===== config.mk =====
export PLATFORM = sky130hd
export DESIGN_NAME = mmio_ep_rx
export DESIGN_NICKNAME = d
export VERILOG_FILES = /design/src/rtl/mmio_ep_rx.sv
export SDC_FILE = /design/constraint.sdc
export NUM_CORES = 1
export LEC_CHECK = 0
export ABC_CLOCK_PERIOD_IN_PS = 3900
export CORE_MARGIN = 3
export CORE_UTILIZATION = 49
export CTS_CLUSTER_DIAMETER = 200
export CTS_CLUSTER_SIZE = 20
export DETAILED_ROUTE_END_ITERATION = 7
export MAX_ROUTING_LAYER = met4
export PLACE_DENSITY = 0.8
export REMOVE_ABC_BUFFERS = 1
export SYNTH_ARGS = -nofsm -noshare
export SYNTH_HDL_FRONTEND = slang
export SYNTH_SLANG_ARGS = --single-unit

===== constraint.sdc =====
create_clock -name clock -period 3.9 [get_ports clock]
set_input_delay 0.39 -clock clock [delete_from_list [all_inputs] [get_ports clock]]
set_output_delay 0.39 -clock clock [all_outputs]
set_load 0.05 [all_outputs]

===== src/rtl/mmio_ep_rx.sv =====
// Bulk-OUT endpoint receiver: decodes an 11-byte command frame and forwards the data phase.
// Define MMIO_EP_RX_MAGIC_EN to enforce the 'TART' magic in bytes 0-3.
module mmio_ep_rx #(
    parameter int LUNS      = 4,
    parameter int LEN_WIDTH = 16,
    localparam int LUN_BITS = (LUNS > 1) ? $clog2(LUNS) : 1
) (
    input  logic                 clock,
    input  logic                 reset,
    input  logic                 set_conf_i,
    input  logic                 clr_conf_i,
    input  logic                 selected_i,
    input  logic                 rx_error_i,
    input  logic                 ack_sent_i,
    output logic                 ep_ready_o,
    output logic                 stalled_o,
    output logic                 parity_o,
    input  logic                 usb_tvalid_i,
    input  logic                 usb_tlast_i,
    input  logic [7:0]           usb_tdata_i,
    output logic                 usb_tready_o,
    output logic                 cmd_vld_o,
    input  logic                 cmd_ack_i,
    output logic                 cmd_dir_o,
    output logic                 cmd_apb_o,
    output logic [1:0]           cmd_cmd_o,
    output logic [3:0]           cmd_tag_o,
    output logic [LEN_WIDTH-1:0] cmd_len_o,
    output logic [LUN_BITS-1:0]  cmd_lun_o,
    output logic [27:0]          cmd_adr_o,
    output logic                 dat_tvalid_o,
    output logic                 dat_tlast_o,
    output logic [7:0]           dat_tdata_o,
    input  logic                 dat_tready_i
);

    typedef enum logic [2:0] {
        IDLE  = 3'd0,
        READY = 3'd1,
        CMD   = 3'd2,
        WAIT  = 3'd3,
        DATA  = 3'd4,
        STALL = 3'd5
    } state_t;

    state_t               state_q, state_d;
    logic [3:0]           byte_cnt_q, byte_cnt_d;
    logic [27:0]          adr_sh_q, adr_sh_d;
    logic [3:0]           lun_sh_q, lun_sh_d;
    logic [15:0]          len_sh_q, len_sh_d;
    logic                 magic_bad_q, magic_bad_d;
    logic                 pkt_open_q, pkt_open_d;
    logic                 parity_q, parity_d;
    logic [LEN_WIDTH-1:0] dcnt_q, dcnt_d;
    logic                 cmd_dir_q, cmd_dir_d;
    logic                 cmd_apb_q, cmd_apb_d;
    logic [1:0]           cmd_cmd_q, cmd_cmd_d;
    logic [3:0]           cmd_tag_q, cmd_tag_d;
    logic [LEN_WIDTH-1:0] cmd_len_q, cmd_len_d;
    logic [LUN_BITS-1:0]  cmd_lun_q, cmd_lun_d;
    logic [27:0]          cmd_adr_q, cmd_adr_d;

`ifdef MMIO_EP_RX_MAGIC_EN
    function automatic logic magic_mismatch(input logic [1:0] idx, input logic [7:0] b);
        logic [7:0] exp_b;
        case (idx)
            2'd0:    exp_b = 8'h54;
            2'd1:    exp_b = 8'h41;
            2'd2:    exp_b = 8'h52;
            default: exp_b = 8'h54;
        endcase
        return (b != exp_b);
    endfunction
`endif

    always_ff @(posedge clock or posedge reset) begin
        if (reset) begin
            state_q     <= IDLE;
            byte_cnt_q  <= 4'd0;
            adr_sh_q    <= 28'd0;
            lun_sh_q    <= 4'd0;
            len_sh_q    <= 16'd0;
            magic_bad_q <= 1'b0;
            pkt_open_q  <= 1'b0;
            parity_q    <= 1'b0;
            dcnt_q      <= '0;
            cmd_dir_q   <= 1'b0;
            cmd_apb_q   <= 1'b0;
            cmd_cmd_q   <= 2'd0;
            cmd_tag_q   <= 4'd0;
            cmd_len_q   <= '0;
            cmd_lun_q   <= '0;
            cmd_adr_q   <= 28'd0;
        end else begin
            state_q     <= state_d;
            byte_cnt_q  <= byte_cnt_d;
            adr_sh_q    <= adr_sh_d;
            lun_sh_q    <= lun_sh_d;
            len_sh_q    <= len_sh_d;
            magic_bad_q <= magic_bad_d;
            pkt_open_q  <= pkt_open_d;
            parity_q    <= parity_d;
            dcnt_q      <= dcnt_d;
            cmd_dir_q   <= cmd_dir_d;
            cmd_apb_q   <= cmd_apb_d;
            cmd_cmd_q   <= cmd_cmd_d;
            cmd_tag_q   <= cmd_tag_d;
            cmd_len_q   <= cmd_len_d;
            cmd_lun_q   <= cmd_lun_d;
            cmd_adr_q   <= cmd_adr_d;
        end
    end

    always_comb begin
        state_d     = state_q;
        byte_cnt_d  = byte_cnt_q;
        adr_sh_d    = adr_sh_q;
        lun_sh_d    = lun_sh_q;
        len_sh_d    = len_sh_q;
        magic_bad_d = magic_bad_q;
        pkt_open_d  = pkt_open_q;
        dcnt_d      = dcnt_q;
        cmd_dir_d   = cmd_dir_q;
        cmd_apb_d   = cmd_apb_q;
        cmd_cmd_d   = cmd_cmd_q;
        cmd_tag_d   = cmd_tag_q;
        cmd_len_d   = cmd_len_q;
        cmd_lun_d   = cmd_lun_q;
        cmd_adr_d   = cmd_adr_q;
        parity_d    = parity_q ^ (ack_sent_i && selected_i && !rx_error_i && (state_q != STALL));

        case (state_q)
            IDLE: begin
                if (set_conf_i) state_d = READY;
            end
            READY: begin
                // A byte here while the previous data packet is still open is an over-run.
                if (usb_tvalid_i && pkt_open_q) begin
                    state_d = STALL;
                end else if (usb_tvalid_i && selected_i) begin
                    byte_cnt_d  = 4'd1;
                    adr_sh_d    = 28'd0;
                    lun_sh_d    = 4'd0;
                    len_sh_d    = 16'd0;
                    magic_bad_d = 1'b0;
`ifdef MMIO_EP_RX_MAGIC_EN
                    magic_bad_d = magic_mismatch(2'd0, usb_tdata_i);
`endif
                    state_d     = usb_tlast_i ? STALL : CMD;
                end else begin
                    state_d = READY;
                end
            end
            CMD: begin
                if (rx_error_i) begin
                    byte_cnt_d = 4'd0;
                    state_d    = READY;
                end else if (usb_tvalid_i) begin
                    byte_cnt_d = byte_cnt_q + 4'd1;
                    case (byte_cnt_q)
`ifdef MMIO_EP_RX_MAGIC_EN
                        4'd1, 4'd2, 4'd3: magic_bad_d = magic_bad_q | magic_mismatch(byte_cnt_q[1:0], usb_tdata_i);
`endif
                        4'd4: adr_sh_d[7:0]   = usb_tdata_i;
                        4'd5: adr_sh_d[15:8]  = usb_tdata_i;
                        4'd6: adr_sh_d[23:16] = usb_tdata_i;
                        4'd7: begin
                            adr_sh_d[27:24] = usb_tdata_i[3:0];
                            lun_sh_d        = usb_tdata_i[7:4];
                        end
                        4'd8: len_sh_d[7:0] = usb_tdata_i;
                        4'd9: begin
                            if (LEN_WIDTH > 8) len_sh_d[15:8] = usb_tdata_i;
                            else len_sh_d[15:8] = 8'd0;
                        end
                        default: byte_cnt_d = byte_cnt_q + 4'd1;
                    endcase
                    if (byte_cnt_q == 4'd10) begin
                        if (!usb_tlast_i || magic_bad_q || ({28'd0, lun_sh_q} >= LUNS)) begin
                            state_d = STALL;
                        end else begin
                            cmd_apb_d = usb_tdata_i[3];
                            cmd_dir_d = usb_tdata_i[2];
                            cmd_cmd_d = usb_tdata_i[1:0];
                            cmd_tag_d = usb_tdata_i[7:4];
                            cmd_len_d = len_sh_q[LEN_WIDTH-1:0];
                            cmd_lun_d = lun_sh_q[LUN_BITS-1:0];
                            cmd_adr_d = adr_sh_q;
                            state_d   = WAIT;
                        end
                    end else if (usb_tlast_i) begin
                        state_d = STALL;
                    end else begin
                        state_d = CMD;
                    end
                end else begin
                    state_d = CMD;
                end
            end
            WAIT: begin
                if (cmd_ack_i) begin
                    dcnt_d  = '0;
                    state_d = cmd_dir_q ? READY : DATA;
                end else begin
                    state_d = WAIT;
                end
            end
            DATA: begin
                if (rx_error_i) begin
                    state_d = STALL;
                end else if (usb_tvalid_i && dat_tready_i) begin
                    if (dcnt_q == cmd_len_q) begin
                        pkt_open_d = !usb_tlast_i;
                        state_d    = READY;
                    end else begin
                        dcnt_d = dcnt_q + LEN_WIDTH'(1);
                    end
                end else begin
                    state_d = DATA;
                end
            end
            STALL: state_d = STALL;
            default: state_d = IDLE;
        endcase

        if (clr_conf_i) begin
            state_d    = IDLE;
            pkt_open_d = 1'b0;
            byte_cnt_d = 4'd0;
        end
    end

    // Stream handshake: fixed in the command phase, pass-through in the data phase.
    always_comb begin
        usb_tready_o = 1'b0;
        dat_tvalid_o = 1'b0;
        dat_tdata_o  = 8'd0;
        dat_tlast_o  = 1'b0;
        case (state_q)
            READY, CMD: usb_tready_o = 1'b1;
            DATA: begin
                usb_tready_o = dat_tready_i;
                dat_tvalid_o = usb_tvalid_i;
                dat_tdata_o  = usb_tdata_i;
                dat_tlast_o  = usb_tvalid_i && (dcnt_q == cmd_len_q);
            end
            default: usb_tready_o = 1'b0;
        endcase
    end

    assign ep_ready_o = (state_q == READY);
    assign stalled_o  = (state_q == STALL);
    assign cmd_vld_o  = (state_q == WAIT);
    assign parity_o   = parity_q;
    assign cmd_dir_o  = cmd_dir_q;
    assign cmd_apb_o  = cmd_apb_q;
    assign cmd_cmd_o  = cmd_cmd_q;
    assign cmd_tag_o  = cmd_tag_q;
    assign cmd_len_o  = cmd_len_q;
    assign cmd_lun_o  = cmd_lun_q;
    assign cmd_adr_o  = cmd_adr_q;

endmodule


==> flow_metrics.py, run 1 <==
metrics = {
    "placed_design": {
        "dp_hpwl_um": 9070,
        "post-place-cells": 656,
        "place_congestion": 0.904,
        "port_buffers": 87,
    },
    "final_layout": {
        "layout_commonest_cell": "dfrtp_1",
        "stdcell_count": 688,
        "final_cell_mix": "dfrtp_1 (127), mux2_2 (103), clkdlybuf4s50_1 (87), and2_1 (22), nand2_1 (18)",
        "drive_above_1_share_pct": 27.9,
        "nNetsFinal": 559,
        "antennaDiodeCount": 0,
        "syn2layout_area_growth_pct": 28.3,
    },
    "floorplan": {
        "die_area_um2": 13100,
        "die_h_um": 114,
        "core_um2": 11200,
        "fp.dieW_um": 114,
        "num_io_pins": 88,
        "start_util_pct": 51.6,
        "rows": 38,
    },
    "detailed_routing": {
        "routed-via-count": 3904,
        "remaining_drc_errors": 0,
        "firstDrtPassIters": 4,
        "drt-total-wl_um": 13700,
        "drt_iter0_drc": 224,
        "post_drt_wl_per_cell_um": 19.8,
        "vias_per_cell": 5.67,
        "ant_nets": 0,
    },
    "logic_synthesis": {
        "yosysSeqAreaShare_pct": 55.1,
        "yosys.area.top_type": "dfrtp_1",
        "synth_flop_cell": "dfrtp_1",
        "synth_top_family_by_area": "multiplexers",
        "synth_mux_area_share_pct": 20.8,
        "synthesis.area_um2": 5760,
        "yosysWarnings": 0,
        "synthTopCellsByArea": "dfrtp_1 (55%), mux2_2 (20%), xnor2_1 (2.4%)",
        "ys_seq_elements": 127,
        "synthCells": 444,
        "yosys.area_share.simple_pct": 11.8,
        "synth_edf_count": 0,
        "synth_cell_types": 54,
        "synthAdderAreaFrac_pct": 1.09,
        "synth_top_cell_area_share_pct": 55.1,
        "synth-compound-area-share_pct": 6.40,
        "async_flop_share_pct": 100,
        "synth.avg_cell_area_um2": 13.0,
        "synth-xor-area-share_pct": 2.58,
    },
    "global_route": {
        "grt_pass1_vias": 4128,
        "grt_max_degree": 78,
        "grt_overflow": 0,
        "antenna_found_initial": 0,
        "gr-usage-all-layers_pct": 22.7,
        "grt_pass1_wl_um": 22200,
    },
    "worst_setup_path": {
        "critPathTopFamily": "simple AND/OR/NAND/NOR gates",
        "path_cells": "nor3b_4 -> and2_1 -> and2_1 -> clkdlybuf4s50_1",
        "critPathMaxStageDelay_ns": 0.79,
        "startpoint": "state_q[1]",
        "critPathMaxFanout": 15,
        "end_kind": "primary output",
        "cp_num_buf_inv": 1,
        "crit_slowest_cell": "clkdlybuf4s50_1",
        "worstSetupPathType": "flop to primary output",
        "cpMostUsedCell": "and2_1",
        "worst_ep_arrival_time_ns": 2.62,
        "start_kind": "flop",
        "required_ns": 3.51,
        "r2r-start": "byte_cnt_q[0]",
    },
    "sta": {
        "clock_skew_ns": 0.0153,
        "fmax_ghz": 0.332,
        "relSlewSlack_pct": 54.0,
        "finalHoldViolations": 0,
        "finalSetupTns_ns": 0,
        "min_period_ns": 3.01,
        "tightest_slew_ns": 0.689,
        "period_share_pct": 77.3,
        "maxSlewViolCount": 0,
        "grt_setup_unrepaired": "false",
        "setup_viol": 0,
    },
    "cts": {
        "cts_tree": "yes",
        "cts_max_path_buffers": 2,
        "cts_setup_buffers": 0,
        "clkLatencyLatePin_ns": 0.42,
        "h-tree-depth": 4,
        "cts.clk_slew.worst_paths_ns": 0.06,
        "cts_resized": 0,
        "clock-root-buffer": "clkbuf_16",
        "cts_hold_buffers": 0,
        "cts_made_buffers": 17,
        "cts.sinks": 127,
    },
    "run": {
        "cap_violations": 0,
    },
    "worst_hold_path": {
        "hp-class": "input port to async pin",
    },
    "pwr": {
        "ir_worst_vdd_v": 0.000333,
        "leakage_nw": 3.40,
        "powerDensity_nw_per_um2": 432,
        "fin_total_pwr_mw": 3.19,
    },
    "outcome": {
        "status": "completed",
    },
}
==> worst register-to-register path, cell delays in order (launching register included) <==
cell and delay [ns]:
dfrtp_1 0.43, inv_1 0.12, ha_1 0.18, and3b_1 0.19
nor4bb_1 0.43, nand3_2 0.64, buf_4 0.51, mux2_2 0.33
==> final timing paths <==
kind	cells past startpoint	end	slack, ns
max	4	dat_tlast_o	0.89
min	2	cmd_adr_o[22]	0.41
max reg2reg	7	cmd_adr_o[1]	0.95
min reg2reg	1	parity_o	0.47
max in group asynchronous	3	dcnt_q[1]	2.66
min in group clock	1	parity_o	0.47
==> synth_stat cells, types with 2 or more instances <==
master	instances
buf_2	10
or4_1	7
a31oi_1	3
nand4_1	10
nor2b_1	3
nor2_1	8
a21oi_1	15
nand2b_1	3
nor3b_4	2
nor3_1	3
nand2_1	18
and2_1	22
a211oi_1	2
dfrtp_1	127
and3_1	2
and4_1	3
ha_1	5
a21oi_2	6
a21o_1	2
nand3_1	9
o31ai_1	6
clkbuf_1	4
or3_1	7
xnor2_1	16
o211ai_1	2
mux2_2	103
and2b_1	2
inv_1	4
mux2i_1	4
a311oi_1	2
o21ai_0	9
buf_6	3
==> report_power, final <==
group	switching, mW	total (mW)	internal (mW)
sequential	0.0115	1.34	1.33
clock	0.617	1.70	1.08
combinational	0.0960	0.151	0.0546
==> area by class of cell <==
cell class                 instances  area [um2]
clock inverter                    14         203
clock buffer                      18         429
fill                             828        3780
inverter                           4        17.5
sequential                       127        3180
multi-input combinational        294        2480
tap                              140         175
timing repair buffer              91         913
==> flip-flops by register name (all words and copies together) (netlist names), 2 cells and up <==
| name | count |
|---|---|
| cmd_lun_o | 2 |
| cmd_len_o | 16 |
| dcnt_q | 16 |
| state_q | 3 |
| lun_sh_q | 4 |
| cmd_tag_o | 4 |
| len_sh_q | 16 |
| adr_sh_q | 28 |
| cmd_cmd_o | 2 |
| cmd_adr_o | 28 |
| byte_cnt_q | 4 |
==> stage by stage <==
step / hold WS (ns) / worst slack, ns / util, % / area (um2)
global route: 0.458 / 0.710 / 66.2 / 7390
global placement: 0.459 / 0.915 / 60.5 / 6760
finish: 0.415 / 0.886 / 66.2 / 7390
floorplan: 0.453 / 0.126 / - / 5650
detailed placement: 0.476 / 0.802 / 60.5 / 6760
CTS: 0.428 / 0.825 / 66.2 / 7390
==> kinds of logic (layout without fill, tap and decap cells) <==
kind of cell / count (synthesis) / count (layout)
compound gates: 56 / 56
flops: 127 / 127
buf+inv: 23 / 127
mux: 107 / 107
simple gates: 109 / 109
fa+ha+maj: 5 / 5
xor+xnor: 17 / 17
==> layer usage <==
metal  up-vias  GRT usage (%)  part of all wire [%]
met5         -              -                     0
met4         0           6.41                  0.97
met3         9           6.24                   5.5
met2       113           35.0                    49
met1      1987           29.6                    45
li1       1795              -                     -
(Power assumes the default switching activity.)
==> inputs of run 2 (changes only) <==
--- a/config.mk
+++ b/config.mk
@@ -5,7 +5,7 @@
 export SDC_FILE = /design/constraint.sdc
 export NUM_CORES = 1
 export LEC_CHECK = 0
-export ABC_CLOCK_PERIOD_IN_PS = 3900
+export ABC_CLOCK_PERIOD_IN_PS = 2600
 export CORE_MARGIN = 3
 export CORE_UTILIZATION = 49
 export CTS_CLUSTER_DIAMETER = 200
==> constraint.sdc (replaced) <==
create_clock -name clock -period 2.6 [get_ports clock]
set_input_delay 0.26 -clock clock [delete_from_list [all_inputs] [get_ports clock]]
set_output_delay 0.26 -clock clock [all_outputs]
set_load 0.05 [all_outputs]
==> run 2 against run 1 <==
Against the previous run:
- largest cell class unchanged
- sequential share of layout area is 0.37 points lower
- global-route usage hardly changed
- critical path depth is 1 lower
- highest routed layer unchanged
- wire length is 0.89% lower
==> flow_metrics.py, run 2 (synthesis gave the netlist of run 1 again) <==
metrics = {
    "worst_setup_path": {
        "rr_worst_depth": 7,
        "path_cells": "and2b_1 -> and2_1 -> clkdlybuf4s50_1",
        "start_kind": "flop",
        "worstSetupPathType": "flop to primary output",
        "critPathMaxFanout": 11,
        "critPathMaxStageDelay_ns": 0.81,
        "cp_num_buf_inv": 1,
        "end_kind": "primary output",
        "r2r-start": "byte_cnt_q[0]",
        "critPathTopFamily": "buffers and inverters",
        "startpoint": "state_q[0]",
        "worst_ep_arrival_time_ns": 2.23,
        "required_ns": 2.34,
        "cp.depth": 3,
        "crit_slowest_cell": "clkdlybuf4s50_1",
    },
    "floorplan": {
        "rows": 38,
        "die_h_um": 114,
        "die_area_um2": 13100,
        "num_io_pins": 88,
        "start_util_pct": 51.6,
        "fp.dieW_um": 114,
        "core_um2": 11200,
    },
    "sta": {
        "min_period_ns": 2.49,
        "relSlewSlack_pct": 52.5,
        "grt_setup_unrepaired": "false",
        "setup_slack_ns": 0.111,
        "setup_viol": 0,
        "maxSlewViolCount": 0,
        "tightest_slew_ns": 0.704,
        "period_share_pct": 95.7,
        "clock_skew_ns": 0.00966,
        "finalHoldViolations": 0,
        "fmax_ghz": 0.402,
        "finalSetupTns_ns": 0,
        "fin_hold_ws_ns": 0.293,
    },
    "detailed_routing": {
        "routed-via-count": 3971,
        "drt_iter0_drc": 175,
        "ant_nets": 0,
        "drt-total-wl_um": 13500,
        "post_drt_wl_per_cell_um": 19.4,
        "firstDrtPassIters": 4,
        "vias_per_cell": 5.68,
        "remaining_drc_errors": 0,
    },
    "placed_design": {
        "pre_cts_ws_ns": 0.320,
        "dp_hpwl_um": 9300,
        "port_buffers": 87,
        "place_congestion": 0.945,
        "post-place-cells": 665,
    },
    "pwr": {
        "powerDensity_nw_per_um2": 618,
        "fin_total_pwr_mw": 4.61,
        "leakage_nw": 3.54,
        "ir_worst_vdd_v": 0.000534,
    },
    "cts": {
        "cts_made_buffers": 17,
        "cts.sinks": 127,
        "cts_max_path_buffers": 2,
        "clock-root-buffer": "clkbuf_16",
        "cts.clk_slew.worst_paths_ns": 0.06,
        "h-tree-depth": 4,
        "clkLatencyLatePin_ns": 0.41,
        "cts_tree": "yes",
    },
    "final_layout": {
        "antennaDiodeCount": 0,
        "stdcell_count": 699,
        "layout_commonest_cell": "dfrtp_1",
        "syn2layout_area_growth_pct": 29.4,
        "fillers": 802,
        "nNetsFinal": 570,
        "final_cell_mix": "dfrtp_1 (127), mux2_2 (103), clkdlybuf4s50_1 (76), and2_1 (22), nand2_1 (18)",
        "drive_above_1_share_pct": 30.4,
    },
    "global_route": {
        "grt_pass1_vias": 4154,
        "grt_pass1_wl_um": 22400,
        "grt_overflow": 0,
        "antenna_found_initial": 0,
        "grt_max_degree": 49,
        "gr-usage-all-layers_pct": 22.7,
    },
    "worst_hold_path": {
        "hp-class": "input port to async pin",
    },
    "run": {
        "cap_violations": 0,
    },
    "outcome": {
        "status": "completed",
    },
}
run 2: worst paths after layout:
| path | slack [ns] | to |
|---|---|---|
| max in group asynchronous | 1.62 | dcnt_q[12] |
| min in group clock | 0.47 | parity_o |
| max | 0.11 | cmd_vld_o |
| min reg2reg | 0.47 | parity_o |
| min | 0.29 | adr_sh_q[14] |
| max reg2reg | 0.41 | cmd_adr_o[16] |
run 2: stage by stage:
step	cell area, um2	utilization (%)
6_report	7460	66.8
5_1_grt	7460	66.8
4_1_cts	7450	66.6
3_5_place_dp	6840	61.2
3_3_place_gp	6840	61.2
2_1_floorplan	5650	-
run 2: timing repair:
action                                  in CTS  in global routing
gates resized for setup                      1                  5
endpoints found under the setup margin       5                  5
buffers inserted                             2                  0
hold buffers                                 0                  0
pin swaps                                    1                  0
run 2: routing by layer:
layer	track usage [%]	wire (um)	part of all wire [%]	up-vias
li1	-	-	-	1814
met1	29.7	5890	44	2000
met2	35.0	6580	49	149
met3	7.51	986	7.3	8
met4	4.20	79	0.58	0
met5	-	0	0	-
run 2: final cells by class:
class | instances | area [um2] | share of cell area (%)
Sequential cell | 127 | 3180 | 42.6
Multi-Input combinational cell | 294 | 2480 | 33.2
Timing Repair Buffer | 102 | 1020 | 13.7
Clock buffer | 17 | 425 | 5.70
Tap cell | 140 | 175 | 2.35
Clock inverter | 15 | 165 | 2.21
Inverter | 4 | 17.5 | 0.235
run 2: worst register-to-register path: cells and delay by family, from the launching register on:
kind,cells,cell delay [ns]
flops,1,0.43
fa+ha+maj,1,0.19
simple gates,3,0.72
mux,1,0.33
buf+inv,2,0.40
run 2: report_power, final:
group / leakage [nW] / internal [mW] / switching, mW
Clock: 0.287 / 1.37 / 0.993
Sequential: 1.77 / 1.99 / 0.0172
Combinational: 1.48 / 0.0895 / 0.147
==> inputs of run 3 (changes only) <==
--- a/config.mk
+++ b/config.mk
@@ -6,6 +6,7 @@
 export NUM_CORES = 1
 export LEC_CHECK = 0
 export ABC_CLOCK_PERIOD_IN_PS = 2600
+export CORE_ASPECT_RATIO = 1.75
 export CORE_MARGIN = 3
 export CORE_UTILIZATION = 49
 export CTS_CLUSTER_DIAMETER = 200
==> run 3 against run 2 <==
Against the previous run:
- fmax shrank 1.0%
- count of clock-buffer cells in the layout unchanged
- sequential share of layout area is 0.19 points higher
- largest power group unchanged
- sequential power barely moved
- first-iteration DRC count increased by 1.7%
- combinational power rose by 2%
==> flow_metrics.py, run 3 (synthesis gave the netlist of run 1 again) <==
metrics = {
    "final_layout": {
        "stdcell_count": 694,
        "fin_area_um2": 7430,
        "fillers": 847,
        "layout_commonest_cell": "dfrtp_1",
        "syn2layout_area_growth_pct": 28.9,
        "final_cell_mix": "dfrtp_1 (127), mux2_2 (103), clkdlybuf4s50_1 (75), buf_4 (25), and2_1 (22)",
        "nNetsFinal": 573,
        "multi_input_area_um2": 2480,
        "regArea_um2": 3180,
        "antennaDiodeCount": 0,
        "post-route-util_pct": 65.7,
        "drive_above_1_share_pct": 31.7,
    },
    "cts": {
        "cts.clk_slew.worst_paths_ns": 0.06,
        "cts_tree": "yes",
        "cts.sinks": 127,
        "clock-root-buffer": "clkbuf_16",
        "cts_hold_buffers": 0,
        "cts_made_buffers": 17,
        "clkLatencyLatePin_ns": 0.41,
        "h-tree-depth": 4,
        "cts_max_path_buffers": 2,
    },
    "placed_design": {
        "place_congestion": 0.870,
        "dpl_cell_area_um2": 6860,
        "post-place-cells": 662,
        "dp_hpwl_um": 10000,
        "pre_cts_ws_ns": 0.321,
        "port_buffers": 87,
    },
    "floorplan": {
        "fp.dieW_um": 88.0,
        "core_um2": 11300,
        "num_io_pins": 88,
        "start_util_pct": 51.0,
        "rows": 51,
        "die_h_um": 149,
        "die_area_um2": 13100,
    },
    "global_route": {
        "grtUsageMet2_pct": 40.3,
        "grt-busiest-layer": "met2",
        "grt_pass1_vias": 4294,
        "grt_max_degree": 45,
        "grt_use_met1_pct": 25.1,
        "antenna_found_initial": 0,
        "grt_pass1_wl_um": 22200,
        "grt_overflow": 0,
        "use_met3_pct": 4.08,
        "gr-usage-all-layers_pct": 23.0,
    },
    "sta": {
        "fin_hold_ws_ns": 0.271,
        "fmax_ghz": 0.398,
        "clock_skew_ns": 0.00887,
        "setup_slack_ns": 0.0854,
        "min_period_ns": 2.51,
        "tightest_slew_ns": 0.652,
        "finalHoldViolations": 0,
        "relSlewSlack_pct": 55.9,
        "period_share_pct": 96.7,
        "grt_setup_unrepaired": "false",
        "setup_viol": 0,
        "maxSlewViolCount": 0,
    },
    "detailed_routing": {
        "routed-via-count": 4005,
        "ant_nets": 0,
        "drt-total-wl_um": 13700,
        "vias_per_cell": 5.77,
        "drt_iter0_drc": 178,
        "remaining_drc_errors": 0,
        "post_drt_wl_per_cell_um": 19.8,
        "firstDrtPassIters": 4,
    },
    "worst_setup_path": {
        "start_kind": "flop",
        "required_ns": 2.34,
        "rr_worst_depth": 5,
        "worst_ep_arrival_time_ns": 2.25,
        "critPathMaxFanout": 7,
        "worstSetupPathType": "flop to primary output",
        "end_kind": "primary output",
    },
    "pwr": {
        "switchingPower_mw": 1.14,
        "leakage_nw": 3.48,
        "pwr-share-clk_pct": 49.9,
        "p_seq_share_pct": 44.7,
        "swShare_pct": 25.5,
        "powerDensity_nw_per_um2": 605,
        "p_int_mw": 3.35,
        "p_comb_share_pct": 5.3,
        "ir_worst_vdd_v": 0.000461,
    },
    "outcome": {
        "status": "completed",
    },
    "worst_hold_path": {
        "hp-class": "input port to async pin",
    },
    "run": {
        "cap_violations": 0,
    },
}
run 3: cell types whose count changed in the layout (fill, tap and decap cells not counted), sizes merged:
cell           before  now
clkdlybuf4s50      76   75
buf                20   28
bufinv              1    0
clkinv              2    3
inv                14   13
dlymetal6s2s        5    1
clkinvlp            2    3
run 3: worst paths after layout:
path | start | end | slack (ns)
setup reg to reg | state_q[1] | dcnt_q[15] | 0.36
min in group clock | parity_o | parity_o | 0.47
setup / recovery | dcnt_q[10] | dat_tlast_o | 0.09
hold / removal | reset | cmd_tag_o[2] | 0.27
max in group asynchronous | reset | cmd_len_o[12] | 1.69
hold reg to reg | parity_o | parity_o | 0.47
run 3: timing repair:
action,in CTS,in global routing
endpoints found under the setup margin,1,1
resized for setup,1,1
buffers inserted,0,0
run 3: power by group through the flow:
stage / registers [mW] / logic [mW] / clock network, mW
after detailed placement: 2.05 / 0.244 / 0
after CTS: 2.01 / 0.244 / 2.28
after global routing: 2.01 / 0.258 / 2.37
after floorplan: 2.07 / 0.105 / 0
final: 2.01 / 0.240 / 2.24
after global placement: 2.05 / 0.240 / 0
run 3: critical path, cell delays in order, from the launching register on:
cell and delay (ns):
dfrtp_1 0.43, xnor2_1 0.27, nand4_1 0.19, nor4_4 0.56, and2_1 0.25, buf_12 0.14
run 3: final cells by class:
type,count,share of cell area [%]
clock buffer,17,5.73
clock inverter,15,1.92
inverter,4,0.236
multi-input combinational,294,33.4
sequential,127,42.8
tap,132,2.22
timing repair buffer,105,13.7
run 3: per-layer routing:
layer | share of wire (%) | vias to the layer above
li1 | - | 1827
met1 | 38 | 2034
met5 | 0 | -
met4 | 2.2 | 0
met3 | 3.4 | 28
met2 | 56 | 116
run 3: per-stage QoR:
step           power (mW)  setup TNS, ns
4_1_cts              4.54              0
3_5_place_dp         2.29              0
2_1_floorplan        2.18        -167.53
5_1_grt              4.64              0
3_3_place_gp         2.29              0
6_report             4.49              0
